[src/rtl/pipe_ctrl_pkg.sv]
// Shared opcode/funct encodings, ALU operations and pipeline control words.
package pipe_ctrl_pkg;

    localparam int unsigned OPCODE_W = 6;
    localparam int unsigned FUNCT_W  = 6;
    localparam int unsigned ALU_OP_W = 3;

    // Opcodes (instr[31:26])
    localparam logic [OPCODE_W-1:0] OP_RTYPE = 6'h00;
    localparam logic [OPCODE_W-1:0] OP_J     = 6'h02;
    localparam logic [OPCODE_W-1:0] OP_BEQ   = 6'h04;
    localparam logic [OPCODE_W-1:0] OP_BNE   = 6'h05;
    localparam logic [OPCODE_W-1:0] OP_ADDI  = 6'h08;
    localparam logic [OPCODE_W-1:0] OP_SLTI  = 6'h0A;
    localparam logic [OPCODE_W-1:0] OP_ANDI  = 6'h0C;
    localparam logic [OPCODE_W-1:0] OP_ORI   = 6'h0D;
    localparam logic [OPCODE_W-1:0] OP_LW    = 6'h23;
    localparam logic [OPCODE_W-1:0] OP_SW    = 6'h2B;

    // R-type function codes (instr[5:0])
    localparam logic [FUNCT_W-1:0] FN_ADD = 6'h20;
    localparam logic [FUNCT_W-1:0] FN_SUB = 6'h22;
    localparam logic [FUNCT_W-1:0] FN_AND = 6'h24;
    localparam logic [FUNCT_W-1:0] FN_OR  = 6'h25;
    localparam logic [FUNCT_W-1:0] FN_SLT = 6'h2A;

    // ALU operation encodings seen by the datapath
    typedef enum logic [ALU_OP_W-1:0] {
        ALU_AND = 3'b000,
        ALU_OR  = 3'b001,
        ALU_ADD = 3'b010,
        ALU_SUB = 3'b110,
        ALU_SLT = 3'b111
    } alu_op_e;

    // Full decoded control word as it enters ID/EX
    typedef struct packed {
        logic    alu_src;
        logic    reg_dst;
        logic    zero_ext;
        logic    beq;
        logic    bne;
        logic    jump;
        alu_op_e alu_op;
        logic    mem_read;
        logic    mem_write;
        logic    mem_to_reg;
        logic    reg_write;
    } ctrl_t;

    // Control carried into EX/MEM
    typedef struct packed {
        logic mem_read;
        logic mem_write;
        logic mem_to_reg;
        logic reg_write;
    } exmem_t;

    // Control carried into MEM/WB
    typedef struct packed {
        logic mem_to_reg;
        logic reg_write;
    } memwb_t;

    localparam ctrl_t CTRL_BUBBLE = '0;

endpackage

[src/rtl/control_decode.sv]
// Combinational opcode/funct decoder producing the control word and an illegal flag.
module control_decode
    import pipe_ctrl_pkg::*;
(
    input  logic [OPCODE_W-1:0] opcode_i,
    input  logic [FUNCT_W-1:0]  funct_i,
    output ctrl_t               ctrl_o,
    output logic                illegal_o
);

    // Full default to a bubble; each legal encoding sets only its own fields
    always_comb begin
        ctrl_o    = CTRL_BUBBLE;
        illegal_o = 1'b0;
        unique case (opcode_i)
            OP_RTYPE: begin
                unique case (funct_i)
                    FN_ADD: ctrl_o.alu_op = ALU_ADD;
                    FN_SUB: ctrl_o.alu_op = ALU_SUB;
                    FN_AND: ctrl_o.alu_op = ALU_AND;
                    FN_OR:  ctrl_o.alu_op = ALU_OR;
                    FN_SLT: ctrl_o.alu_op = ALU_SLT;
                    default: illegal_o = 1'b1;
                endcase
                if (!illegal_o) begin
                    ctrl_o.reg_dst   = 1'b1;
                    ctrl_o.reg_write = 1'b1;
                end
            end
            OP_LW: begin
                ctrl_o.alu_src    = 1'b1;
                ctrl_o.mem_read   = 1'b1;
                ctrl_o.mem_to_reg = 1'b1;
                ctrl_o.reg_write  = 1'b1;
                ctrl_o.alu_op     = ALU_ADD;
            end
            OP_SW: begin
                ctrl_o.alu_src   = 1'b1;
                ctrl_o.mem_write = 1'b1;
                ctrl_o.alu_op    = ALU_ADD;
            end
            OP_BEQ: begin
                ctrl_o.beq    = 1'b1;
                ctrl_o.alu_op = ALU_SUB;
            end
            OP_BNE: begin
                ctrl_o.bne    = 1'b1;
                ctrl_o.alu_op = ALU_SUB;
            end
            OP_J: begin
                ctrl_o.jump = 1'b1;
            end
            OP_ADDI: begin
                ctrl_o.alu_src   = 1'b1;
                ctrl_o.reg_write = 1'b1;
                ctrl_o.alu_op    = ALU_ADD;
            end
            OP_SLTI: begin
                ctrl_o.alu_src   = 1'b1;
                ctrl_o.reg_write = 1'b1;
                ctrl_o.alu_op    = ALU_SLT;
            end
            OP_ANDI: begin
                ctrl_o.alu_src   = 1'b1;
                ctrl_o.zero_ext  = 1'b1;
                ctrl_o.reg_write = 1'b1;
                ctrl_o.alu_op    = ALU_AND;
            end
            OP_ORI: begin
                ctrl_o.alu_src   = 1'b1;
                ctrl_o.zero_ext  = 1'b1;
                ctrl_o.reg_write = 1'b1;
                ctrl_o.alu_op    = ALU_OR;
            end
            default: illegal_o = 1'b1;
        endcase
    end

endmodule

[src/rtl/pipelined_control.sv]
// Pipelined main/ALU control: ID decode, ID/EX, EX/MEM, MEM/WB control registers,
// load-use stall detection and branch/jump flush handling.
module pipelined_control
    import pipe_ctrl_pkg::*;
#(
    parameter int unsigned ALU_CTRL_W = 3,
    parameter int unsigned REG_ADDR_W = 5,
    parameter bit          HAZARD_EN  = 1'b1
) (
    input  logic                  clk,
    input  logic                  rst,
    input  logic                  id_valid,
    input  logic [OPCODE_W-1:0]   opcode,
    input  logic [FUNCT_W-1:0]    funct,
    input  logic [REG_ADDR_W-1:0] id_rs,
    input  logic [REG_ADDR_W-1:0] id_rt,
    input  logic                  flush,
    output logic                  stall_o,
    output logic                  illegal_o,
    output logic                  ex_alu_src,
    output logic                  ex_reg_dst,
    output logic                  ex_zero_ext,
    output logic                  ex_beq,
    output logic                  ex_bne,
    output logic                  ex_jump,
    output logic [ALU_CTRL_W-1:0] ex_alu_ctrl,
    output logic                  mem_read,
    output logic                  mem_write,
    output logic                  wb_mem_to_reg,
    output logic                  wb_reg_write
);

    // ID/EX also keeps rt so a following instruction can be checked for load-use
    typedef struct packed {
        ctrl_t                 ctrl;
        logic [REG_ADDR_W-1:0] rt;
    } idex_t;

    ctrl_t  dec_ctrl;
    logic   dec_illegal;
    logic   hazard_c;
    logic   load_c;

    idex_t  idex_q,    idex_d;
    exmem_t exmem_q,   exmem_d;
    memwb_t memwb_q,   memwb_d;
    logic   illegal_q, illegal_d;

    control_decode u_decode (
        .opcode_i  (opcode),
        .funct_i   (funct),
        .ctrl_o    (dec_ctrl),
        .illegal_o (dec_illegal)
    );

    // Load in EX whose destination feeds the instruction in ID; $0 is not exempted
    assign hazard_c = idex_q.ctrl.mem_read & ((idex_q.rt == id_rs) | (idex_q.rt == id_rt));
    assign stall_o  = HAZARD_EN & id_valid & hazard_c;

    // Next-state for all stage registers; flush/stall/invalid all collapse to a bubble
    always_comb begin
        idex_d    = '0;
        illegal_d = 1'b0;
        exmem_d   = '0;
        memwb_d   = '0;

        load_c = id_valid & ~flush & ~stall_o;
        if (load_c) begin
            idex_d.ctrl = dec_ctrl;
            idex_d.rt   = id_rt;
            illegal_d   = dec_illegal;
        end

        exmem_d.mem_read   = idex_q.ctrl.mem_read;
        exmem_d.mem_write  = idex_q.ctrl.mem_write;
        exmem_d.mem_to_reg = idex_q.ctrl.mem_to_reg;
        exmem_d.reg_write  = idex_q.ctrl.reg_write;

        memwb_d.mem_to_reg = exmem_q.mem_to_reg;
        memwb_d.reg_write  = exmem_q.reg_write;
    end

    // Stage registers; reset drops every in-flight control word at once
    always_ff @(posedge clk or posedge rst) begin
        if (rst) begin
            idex_q    <= '0;
            exmem_q   <= '0;
            memwb_q   <= '0;
            illegal_q <= 1'b0;
        end else begin
            idex_q    <= idex_d;
            exmem_q   <= exmem_d;
            memwb_q   <= memwb_d;
            illegal_q <= illegal_d;
        end
    end

    assign illegal_o     = illegal_q;
    assign ex_alu_src    = idex_q.ctrl.alu_src;
    assign ex_reg_dst    = idex_q.ctrl.reg_dst;
    assign ex_zero_ext   = idex_q.ctrl.zero_ext;
    assign ex_beq        = idex_q.ctrl.beq;
    assign ex_bne        = idex_q.ctrl.bne;
    assign ex_jump       = idex_q.ctrl.jump;
    assign ex_alu_ctrl   = ALU_CTRL_W'(idex_q.ctrl.alu_op);
    assign mem_read      = exmem_q.mem_read;
    assign mem_write     = exmem_q.mem_write;
    assign wb_mem_to_reg = memwb_q.mem_to_reg;
    assign wb_reg_write  = memwb_q.reg_write;

endmodule

[config.mk]
export PLATFORM = sky130hd
export DESIGN_NAME = pipelined_control
export DESIGN_NICKNAME = d
export VERILOG_FILES = /design/src/rtl/pipe_ctrl_pkg.sv /design/src/rtl/control_decode.sv /design/src/rtl/pipelined_control.sv
export SDC_FILE = /design/constraint.sdc
export NUM_CORES = 1
export LEC_CHECK = 0
export ABC_AREA = 1
export CORE_MARGIN = 3
export CORE_UTILIZATION = 40
export DETAILED_ROUTE_END_ITERATION = 16
export PLACE_DENSITY = 0.75
export SLEW_MARGIN = 20
export SYNTH_ARGS = -nofsm -noshare
export SYNTH_HDL_FRONTEND = slang
export SYNTH_SLANG_ARGS = --single-unit
[constraint.sdc]
create_clock -name clk -period 1.35 [get_ports clk]
set_clock_uncertainty 0.15 [all_clocks]
set_input_delay 0.27 -clock clk [delete_from_list [all_inputs] [get_ports clk]]
set_output_delay 0.27 -clock clk [all_outputs]
set_load 0.1 [all_outputs]
==> metrics.txt <==
# TYPE chip_impl_metric gauge
chip_impl_info{name="cp-start-kind",value="register"} 1
chip_impl_metric{name="tns",unit="ns"} -3.033
chip_impl_metric{name="tritoncts_sink_count",unit=""} 23
chip_impl_metric{name="number_of_antenna_violations_at_the_first_check_in_global_routing",unit=""} 0
chip_impl_info{name="worst_setup_end_kind",value="output port"} 1
chip_impl_metric{name="synth_cell_type_count",unit=""} 16
chip_impl_metric{name="antenna_cells",unit=""} 0
chip_impl_metric{name="tritoncts.num_buffers",unit=""} 3
chip_impl_metric{name="row_count",unit=""} 19
chip_impl_info{name="critical_path.reg2reg.endpoint",value="ex_alu_ctrl[0]"} 1
chip_impl_metric{name="grt_first_pass_wirelength",unit="um"} 4933
chip_impl_info{name="run_status",value="complete, but fails checks"} 1
chip_impl_metric{name="pre_cts_ws",unit="ns"} -0.5710
chip_impl_metric{name="hold_viol_final",unit=""} 0
chip_impl_metric{name="die_area",unit="um^2"} 3693
chip_impl_info{name="grt_setup_unrepaired",value="yes"} 1
chip_impl_metric{name="htree_depth",unit=""} 1
chip_impl_metric{name="cp.required",unit="ns"} 0.93
chip_impl_metric{name="drt_wl_total",unit="um"} 2843
chip_impl_info{name="hold_path_class",value="in2async"} 1
chip_impl_metric{name="netlist_area",unit="um^2"} 1200
chip_impl_metric{name="finalInstanceArea",unit="um^2"} 1987
chip_impl_metric{name="grt_start_max_net_pins",unit=""} 24
chip_impl_metric{name="synthesis.instances",unit=""} 168
chip_impl_metric{name="clk-insertion-delay-late",unit="ns"} 0.30
chip_impl_metric{name="vdd_ir_drop_max",unit="V"} 0.0003130
chip_impl_info{name="regMostFlops",value="idex_q"} 1
chip_impl_metric{name="gp_routability_congestion",unit=""} 0.8329
chip_impl_metric{name="design.final.nets",unit=""} 255
chip_impl_metric{name="drc_errors",unit=""} 0
chip_impl_metric{name="ports_placed_on_the_boundary",unit=""} 41
chip_impl_metric{name="cts_clk_pin_slew_worst_paths",unit="ns"} 0.12
chip_impl_metric{name="portBuffers",unit=""} 40
chip_impl_metric{name="final.period_utilization",unit=""} 1.397
chip_impl_metric{name="detail_route.iter0.violations",unit=""} 24
chip_impl_metric{name="setup_violations",unit=""} 19
chip_impl_info{name="failed_checks",value="setup timing"} 1
chip_impl_metric{name="routed_wire_length_per_instance",unit="um"} 10.98
chip_impl_metric{name="critPathMaxFanout",unit=""} 3
chip_impl_metric{name="detailedPlacementHpwl",unit="um"} 2209
chip_impl_info{name="cts-root-buf",value="clkbuf_4"} 1
chip_impl_metric{name="timing.final.crit_period",unit="ns"} 1.887
chip_impl_metric{name="max_clock_freq",unit="MHz"} 530.1
chip_impl_metric{name="floorplan_core_area",unit="um^2"} 2805
chip_impl_metric{name="seq_area_frac_synth",unit=""} 0.4797
chip_impl_metric{name="drt_pass1_iterations",unit=""} 4
chip_impl_metric{name="die_x",unit="um"} 60.77
chip_impl_info{name="reg2reg_from",value="idex_q[1]"} 1
chip_impl_metric{name="max_slew.worst_pin.slew",unit="ns"} 0.6790
chip_impl_metric{name="height_of_the_chip",unit="um"} 60.77
chip_impl_metric{name="synth.ff_latch_count",unit=""} 23
chip_impl_metric{name="critPathArrivalTime",unit="ns"} 1.47
chip_impl_metric{name="r2r_cells",unit=""} 10
chip_impl_metric{name="clock_tree.buffer_depth",unit=""} 2
chip_impl_metric{name="largest_register_ff_count",unit=""} 5
chip_impl_metric{name="detailed_place.area",unit="um^2"} 1914
chip_impl_metric{name="layout.cells.non_filler",unit=""} 259
chip_impl_metric{name="synthesis.yosys.warnings",unit=""} 0
chip_impl_metric{name="cap_violations",unit=""} 0
chip_impl_metric{name="number_of_global_route_vias_before_repair",unit=""} 1200
chip_impl_metric{name="timing.final.max_slew_violations",unit=""} 0
chip_impl_metric{name="final_antenna_net_count",unit=""} 0
chip_impl_metric{name="slew-limit-headroom",unit=""} 0.5457
chip_impl_metric{name="grt_use_total",unit=""} 0.1772
chip_impl_info{name="clock_tree_from_tritoncts",value="done"} 1
chip_impl_metric{name="area_growth_syn_to_layout",unit="%"} 65.59
chip_impl_metric{name="synth.avg_cell_area",unit="um^2"} 7.142
chip_impl_metric{name="reg2reg_setup_slack",unit="ns"} -0.15
chip_impl_metric{name="power_per_cell_area",unit="nW/um^2"} 659.9
chip_impl_metric{name="vias_per_cell",unit=""} 4.691
chip_impl_metric{name="dp_cells",unit=""} 254
chip_impl_metric{name="vias",unit=""} 1215
chip_impl_metric{name="timing.final.ws_setup",unit="ns"} -0.5366
chip_impl_metric{name="mappedNetlistNets",unit=""} 194
chip_impl_metric{name="finish.utilization",unit=""} 0.7083
chip_impl_info{name="setup.worst_path.class",value="reg2out"} 1
chip_impl_metric{name="initial_utilization",unit=""} 0.4277
chip_impl_metric{name="grt_overflow",unit=""} 0
chip_impl_metric{name="drive_gt1_frac",unit=""} 0.2368
chip_impl_metric{name="leakage",unit="nW"} 1.062
## cell usage in the layout, fill, tap and decap left out
| cell type | count |
|---|---|
| nand2_1 | 41 |
| nor2_1 | 32 |
| inv_1 | 30 |
| dfrtp_1 | 23 |
| clkdlybuf4s50_1 | 18 |
| buf_4 | 18 |
| buf_12 | 16 |
| nand3_1 | 13 |
| nor2_2 | 11 |
| dlygate4sd2_1 | 6 |
| o21ai_0 | 3 |
| clkbuf_4 | 3 |
| xnor2_1 | 2 |
| a21oi_1 | 2 |
| nand2_8 | 2 |
| inv_2 | 1 |
| nand2_2 | 1 |
| clkinvlp_4 | 1 |
| nor2_4 | 1 |
| a31oi_1 | 1 |
| nand3b_1 | 1 |
| clkbuf_1 | 1 |
| dlymetal6s2s_1 | 1 |
## metrics by stage
stage	hold WS (ns)	total power [mW]
2_1_floorplan	0.1219	0.8535
3_3_place_gp	0.1826	1.002
3_5_place_dp	0.1903	1.013
4_1_cts	0.1300	1.315
5_1_grt	0.1400	1.384
6_report	0.1328	1.311
## cells in the mapped netlist
library cell  count  area, um^2
nor2_1           41       153.9
nand2_1          41       153.9
nand3b_1          1       7.510
nand2_4           1       11.26
o21ai_0           3       15.01
dfrtp_1          23       575.6
buf_4             3       22.52
xnor2_1           2       17.52
buf_6             1       11.26
inv_1            32       120.1
nand3_1          13       65.06
nor2_2            2       12.51
nand2_2           1       6.260
a21oi_1           2       10.01
nor2_4            1       11.26
a31oi_1           1       6.260
## final cells by class
type | instances | area [um^2]
multi-input cells | 110 | 521.8
repair buffers | 59 | 700.7
inverters | 32 | 123.9
flip-flops and latches | 23 | 575.6
well taps | 31 | 38.79
fillers | 209 | 818.3
clock buffers | 4 | 26.28
## metal layers
metal	vias up	GRT usage	wire, um
li1	621	-	-
met1	550	0.2000	1074
met2	38	0.3267	1609
met3	6	0.02128	112
met4	0	0.08669	46
met5	-	0	0
## critical path: stages, from the launching register on
cell and delay [ns]:
dfrtp_1 0.38, inv_1 0.06, nand2_1 0.06, nand2_1 0.05, nor2_1 0.11, nand3_1 0.09
nand2_1 0.09, nand2_2 0.07, clkinvlp_4 0.08, buf_12 0.16
## power by group
part	internal [mW]	switching [mW]	leakage (nW)	total, mW
logic	0.143	0.158	0.730	0.301
clock network	0.115	0.186	0.0150	0.301
registers	0.700	0.00912	0.317	0.709
total	0.958	0.353	1.06	1.31
## cells by family (layout without fill, tap and decap cells)
kind of cell	Yosys count	in the layout	synth area share
xor+xnor	2	2	0.01460
flops	23	23	0.4797
simple gates	101	102	0.3514
buf+inv	36	95	0.1283
compound gates	6	6	0.02607
## worst max path at each step
stage	from	endpoint	slack [ns]
6_report	idex_q[1]	stall_o	-0.54
5_1_grt	idex_q[1]	stall_o	-0.68
4_1_cts	idex_q[0]	stall_o	-0.53
3_5_place_dp	id_rt[1]	ex_beq	-0.57
3_3_place_gp	id_rt[0]	stall_o	-0.54
2_1_floorplan	idex_q[0]	stall_o	-0.27
## what timing repair did
| item | in CTS | in global routing |
|---|---|---|
| pin swaps | 8 | 5 |
| buffers inserted | 0 | 0 |
| endpoints found under the setup margin | 19 | 26 |
| hold buffers | 0 | 0 |
| resized for setup | 11 | 8 |
| cloned | 1 | 0 |
Power figures use the tool's default switching activity.
==> patch 1 (same settings) <==
Make the reset (`rst`) synchronous in one clocked block.
--- a/src/rtl/pipelined_control.sv
+++ b/src/rtl/pipelined_control.sv
@@ -81,7 +81,7 @@
     end
 
     // Stage registers; reset drops every in-flight control word at once
-    always_ff @(posedge clk or posedge rst) begin
+    always_ff @(posedge clk) begin
         if (rst) begin
             idex_q    <= '0;
             exmem_q   <= '0;
Formal check against the unedited RTL: differs if rst is asserted again (counterexample within 4 cycles, from zero or initial values and one cycle with rst high); with rst held inactive, the same outputs for 10 cycles.
==> patch 1 against the original RTL <==
  * The run still ends with negative setup slack left
  * Sequential share of layout area decreased by 4.5 points
  * Final area decreased by 4.2%
  * Worst hold slack improved by 0.056 ns
  * Wire length increased by 0.67%
  * Worst setup slack got worse by 0.0015 ns
  * Power decreased by 4.4%
  * Synthesized area decreased by 6.4%
  * Sequential cell count unchanged
  * Via count increased by 1.5%
  * Core utilization increased by 3.3 points
==> patch 1: results (changes against the original RTL) <==
- CTS clk-pin slew, worst paths: 0.13 ns
- Xor/xnor cell area share of the yosys netlist: 1.56% (+0.099 points)
- Number of diodes: 0 (unchanged)
- Grt met1 use: 15.7% (-4.3 points)
- Worst hold path type: input port to flop
- Syn Nets: 192 (-1.0%)
- H-Tree Level Count: 1 (unchanged)
- Met2 Track Usage GR: 34.7% (+2.0 points)
- Final WL: 2860 um (+0.67%)
- Lkg Pwr: 0.897 nW (-16%)
- Synth top area cells: dfxtp_1 (41%), inv_1 (11%), nand2_1 (11%)
- Least-Margin Pin Slew: 0.257 ns (-0.422 ns)
- Avg Vias per Cell: 4.78 (+1.9%)
- Outcome: complete, but fails checks
- Grt met3 use: 1.74% (-0.38 points)
- Largest register by flop count: idex_q
- Max reg flops: 5 (unchanged)
- Detailed Route Iter0 Violations: 28 (+17%)
- Worst-Skew Late Latency: 0.31 ns
- Max rail drop VDD: 0.441 mV (+41%)
- Worst EP arrival: 1.47 ns (about the same)
- Nets: 255 (unchanged)
- Most frequent cells after synthesis: inv_1 (33), nand2_1 (33), nor2_1 (33)
- Synth Flop Type: dfxtp_1
- GRT Overall Usage: 16.7% (-0.99 points)
- Layout cells sized above 1: 27.6% (+3.9 points)
- First-pass iteration count of the detailed router: 4 (unchanged)
- Mux cell area share after synthesis: 0% (unchanged)
- First-pass GRT wire length: 4560 um (-7.6%)
- Clock root buffer: clkbuf_4
- Initial antenna violation count: 0 (unchanged)
- Final setup viols: 19 (unchanged)
- Final HPWL DP: 2180 um (-1.3%)
- Total CTS buffers: 3 (unchanged)
- Fraction of registers with async set or reset after synthesis: 0% (-100 points)
- Post-synthesis adder-cell area fraction: 0% (unchanged)
- PortBufs: 40 (unchanged)
- Synth Area in Compound Gates: 3.12% (+0.51 points)
- Worst slack, placed: -0.599 ns (-0.0282 ns)
- Cell variety after synth: 18 (+2)
- DRC Markers: 0 (unchanged)
- Critical-path maximum fanout: 3 (unchanged)
- Clk buf depth: 2 (unchanged)
- Fillers: 201 (-3.8%)
- Number of global-route vias before repair: 1208 (+0.67%)
- Worst setup margin: -0.538 ns (-0.00149 ns)
- GP Congestion: 0.940 (+13%)
- Failing checks: negative setup slack
- Yosys warning total: 0 (unchanged)
- Register area share after synthesis: 41.0% (-7.0 points)
- Largest net degree at the start of global routing: 14 (-42%)
[patch 1: cell families after synthesis]
logic type | count (synthesis)
AOI/OAI and AO/OA | 6
xor gates and xnor gates | 2
and+or+nand+nor | 98
buffers and inverters | 37
DFF | 23
[patch 1: final timing paths]
check                   endpoint  slack, ns  cells after the start  startpoint
setup / recovery         stall_o      -0.54                      7   idex_q[4]
hold / removal         idex_q[0]       0.19                      3    id_rt[0]
setup reg to reg  ex_alu_ctrl[1]      -0.17                      8   idex_q[4]
hold reg to reg        mem_write       0.27                      2  exmem_d[2]
[patch 1: per-layer routing]
metal  vias up  share of wire [%]
met3         8                5.3
met1       556                 36
met2        44                 56
met4         0                2.7
li1        625                  -
met5         -                  0
[patch 1: worst max-delay path, stage by stage (launching register included)]
cell and delay (ns):
dfxtp_2 0.36, buf_4 0.13, xnor2_1 0.16, nand3_1 0.09
nand2_1 0.08, nand2_2 0.08, clkinvlp_4 0.08, buf_12 0.16
[patch 1: repair_timing]
item | in CTS | in global routing
pin swaps | 10 | 7
cloned | 2 | 1
endpoints found under the setup margin | 19 | 20
gates resized for setup | 16 | 2
buffers inserted | 3 | 2
[patch 1: final cells by class]
| class | count | area [sq um] | area share, % |
|---|---|---|---|
| Clock buffer | 3 | 22.5 | 1.18 |
| Tap cell | 30 | 37.5 | 1.97 |
| Clock inverter | 1 | 5.00 | 0.263 |
| Sequential cell | 23 | 465 | 24.5 |
| Inverter | 33 | 128 | 6.71 |
| Timing Repair Buffer | 59 | 683 | 35.9 |
| Multi-Input combinational cell | 109 | 562 | 29.5 |
[patch 1: per-stage QoR]
stage / cells / hold slack (ns) / instance area [sq um] / setup TNS (ns)
global placement: 247 / 0.244 / 1790 / -8.22
floorplan: 166 / 0.191 / 1130 / -0.196
global route: 258 / 0.189 / 1900 / -5.07
finish: 258 / 0.189 / 1900 / -3.14
detailed placement: 247 / 0.251 / 1790 / -9.23
CTS: 256 / 0.183 / 1870 / -2.21
[patch 1: report_power, final]
part	total [mW]	leakage, nW	internal, mW	switching [mW]
clock network	0.313	0.0177	0.111	0.203
logic	0.248	0.691	0.125	0.123
registers	0.692	0.188	0.686	0.00560
==> patch 2 (same flow settings) <==
Made on the original files. `REG_ADDR_W`: 5 -> 6.
--- a/src/rtl/pipelined_control.sv
+++ b/src/rtl/pipelined_control.sv
@@ -4,7 +4,7 @@
     import pipe_ctrl_pkg::*;
 #(
     parameter int unsigned ALU_CTRL_W = 3,
-    parameter int unsigned REG_ADDR_W = 5,
+    parameter int unsigned REG_ADDR_W = 6,
     parameter bit          HAZARD_EN  = 1'b1
 ) (
     input  logic                  clk,
Interface: changed (resized id_rs and id_rt); port bits go from 41 to 43. No check against the original RTL was run, so the function may have changed too.
==> patch 2 against the original RTL <==
  * The run still ends with negative setup slack left
  * Synthesized cell count is 7.7% higher
  * Wire length shrank 5.1%
  * Worst hold slack got worse by 0.0093 ns
  * Fmax barely moved
  * Synthesized area up 8.6%
  * Largest cell class unchanged
  * Power rose by 8.5%
  * Critical path type unchanged
  * Critical path depth unchanged
  * Worst setup slack hardly changed
  * Largest power group unchanged
  * Sequential power increased by 4.7%
  * Final area increased by 6.7%
  * Sequential cell count is 1 higher
  * Sequential share of layout area decreased by 0.65 points
==> patch 2: results (changes against the original RTL) <==
- Largest net degree at the start of global routing: 25 (+4.2%)
- Post-synthesis area per instance: 7.20 sq um (+0.75%)
- Worst slew margin: 62.2% (+7.7 points)
- Nets: 273 (+7.1%)
- Detailed Route Iter0 Violations: 45 (+88%)
- Finished Layout Cells: 288 (+11%)
- Setup bufs post-CTS: 1 (+1)
- RR Endpoint: exmem_d[2]
- Failing checks: negative setup slack
- DR WL/cell: 9.36 um (-15%)
- Worst setup margin: -0.536 ns (+0.000238 ns)
- Layout cells sized above 1: 25.8% (+2.1 points)
- First-pass GRT wire length: 4820 um (-2.4%)
- Cell variety after synth: 19 (+3)
- Setup_tns: -3.19 ns (-0.156 ns)
- Final HPWL DP: 2100 um (-4.7%)
- Start of the worst register-to-register path: idex_q[3]
- Max incr delay on CP: 0.44 ns (+0.06 ns)
- Clk network pwr share: 25.6% (+2.7 points)
- GRT Overall Usage: 14.9% (-2.8 points)
- Met2 Track Usage GR: 25.0% (-7.6 points)
- Fillers: 248 (+19%)
- Seq pwr: 0.742 mW (+4.7%)
- Synth Area in Compound Gates: 2.40% (-0.21 points)
- Max rail drop VDD: 0.314 mV (+0.34%)
- Switching share of power: 26.3% (-0.65 points)
- PostCTS Resize Cnt: 12 (+1)
- GP Congestion: 0.902 (+8.3%)
- Avg Vias per Cell: 4.28 (-8.8%)
- Max reg flops: 6 (+1)
- Critical path's top delay family: flip-flops
- Grt met1 use: 19.3% (-0.73 points)
- Placed cell area: 0.00204 sq mm (+6.4%)
- Most frequent cells after synthesis: nand2_1 (49), nor2_1 (33), inv_1 (31)
- Pwr Total: 1.42 mW (+8.5%)
- Number of global-route vias before repair: 1141 (-4.9%)
- Outcome: complete, but fails checks
- Xor/xnor cell area share of the yosys netlist: 0% (-1.5 points)
- Final setup viols: 20 (+1)
- Synth top area cells: dfrtp_1 (46%), nand2_1 (14%), nor2_1 (9.5%)
[patch 2: changes by cell type in the layout (fill, tap and decap cells not counted), moves of 2 or more]
cell     change
nand2_1      +8
xnor2_1      -2
inv_1        -2
inv_2        +4
[patch 2: metrics by stage]
step	hold slack [ns]	setup WS, ns
floorplan	0.135	-0.277
global placement	0.182	-0.588
detailed placement	0.186	-0.602
CTS	0.128	-0.528
global route	0.132	-0.639
finish	0.124	-0.536
[patch 2: area by class of cell]
type / count / area share (%)
clock buffer: 4 / 1.71
sequential: 24 / 28.3
inverter: 34 / 6.19
tap: 44 / 2.60
multi-input combinational: 121 / 27.3
timing repair buffer: 61 / 33.9
[patch 2: per-layer routing]
metal / routed length [um] / part of all wire [%]
met1: 1250 / 46
met5: 0 / 0
met4: 48 / 1.8
met2: 1300 / 48
met3: 92 / 3.4
[patch 2: cell families (layout without fill, tap and decap cells)]
group	after synthesis	in the layout
DFF	24	24
buffers and inverters	38	99
AOI/OAI and AO/OA	6	6
and+or+nand+nor	113	115
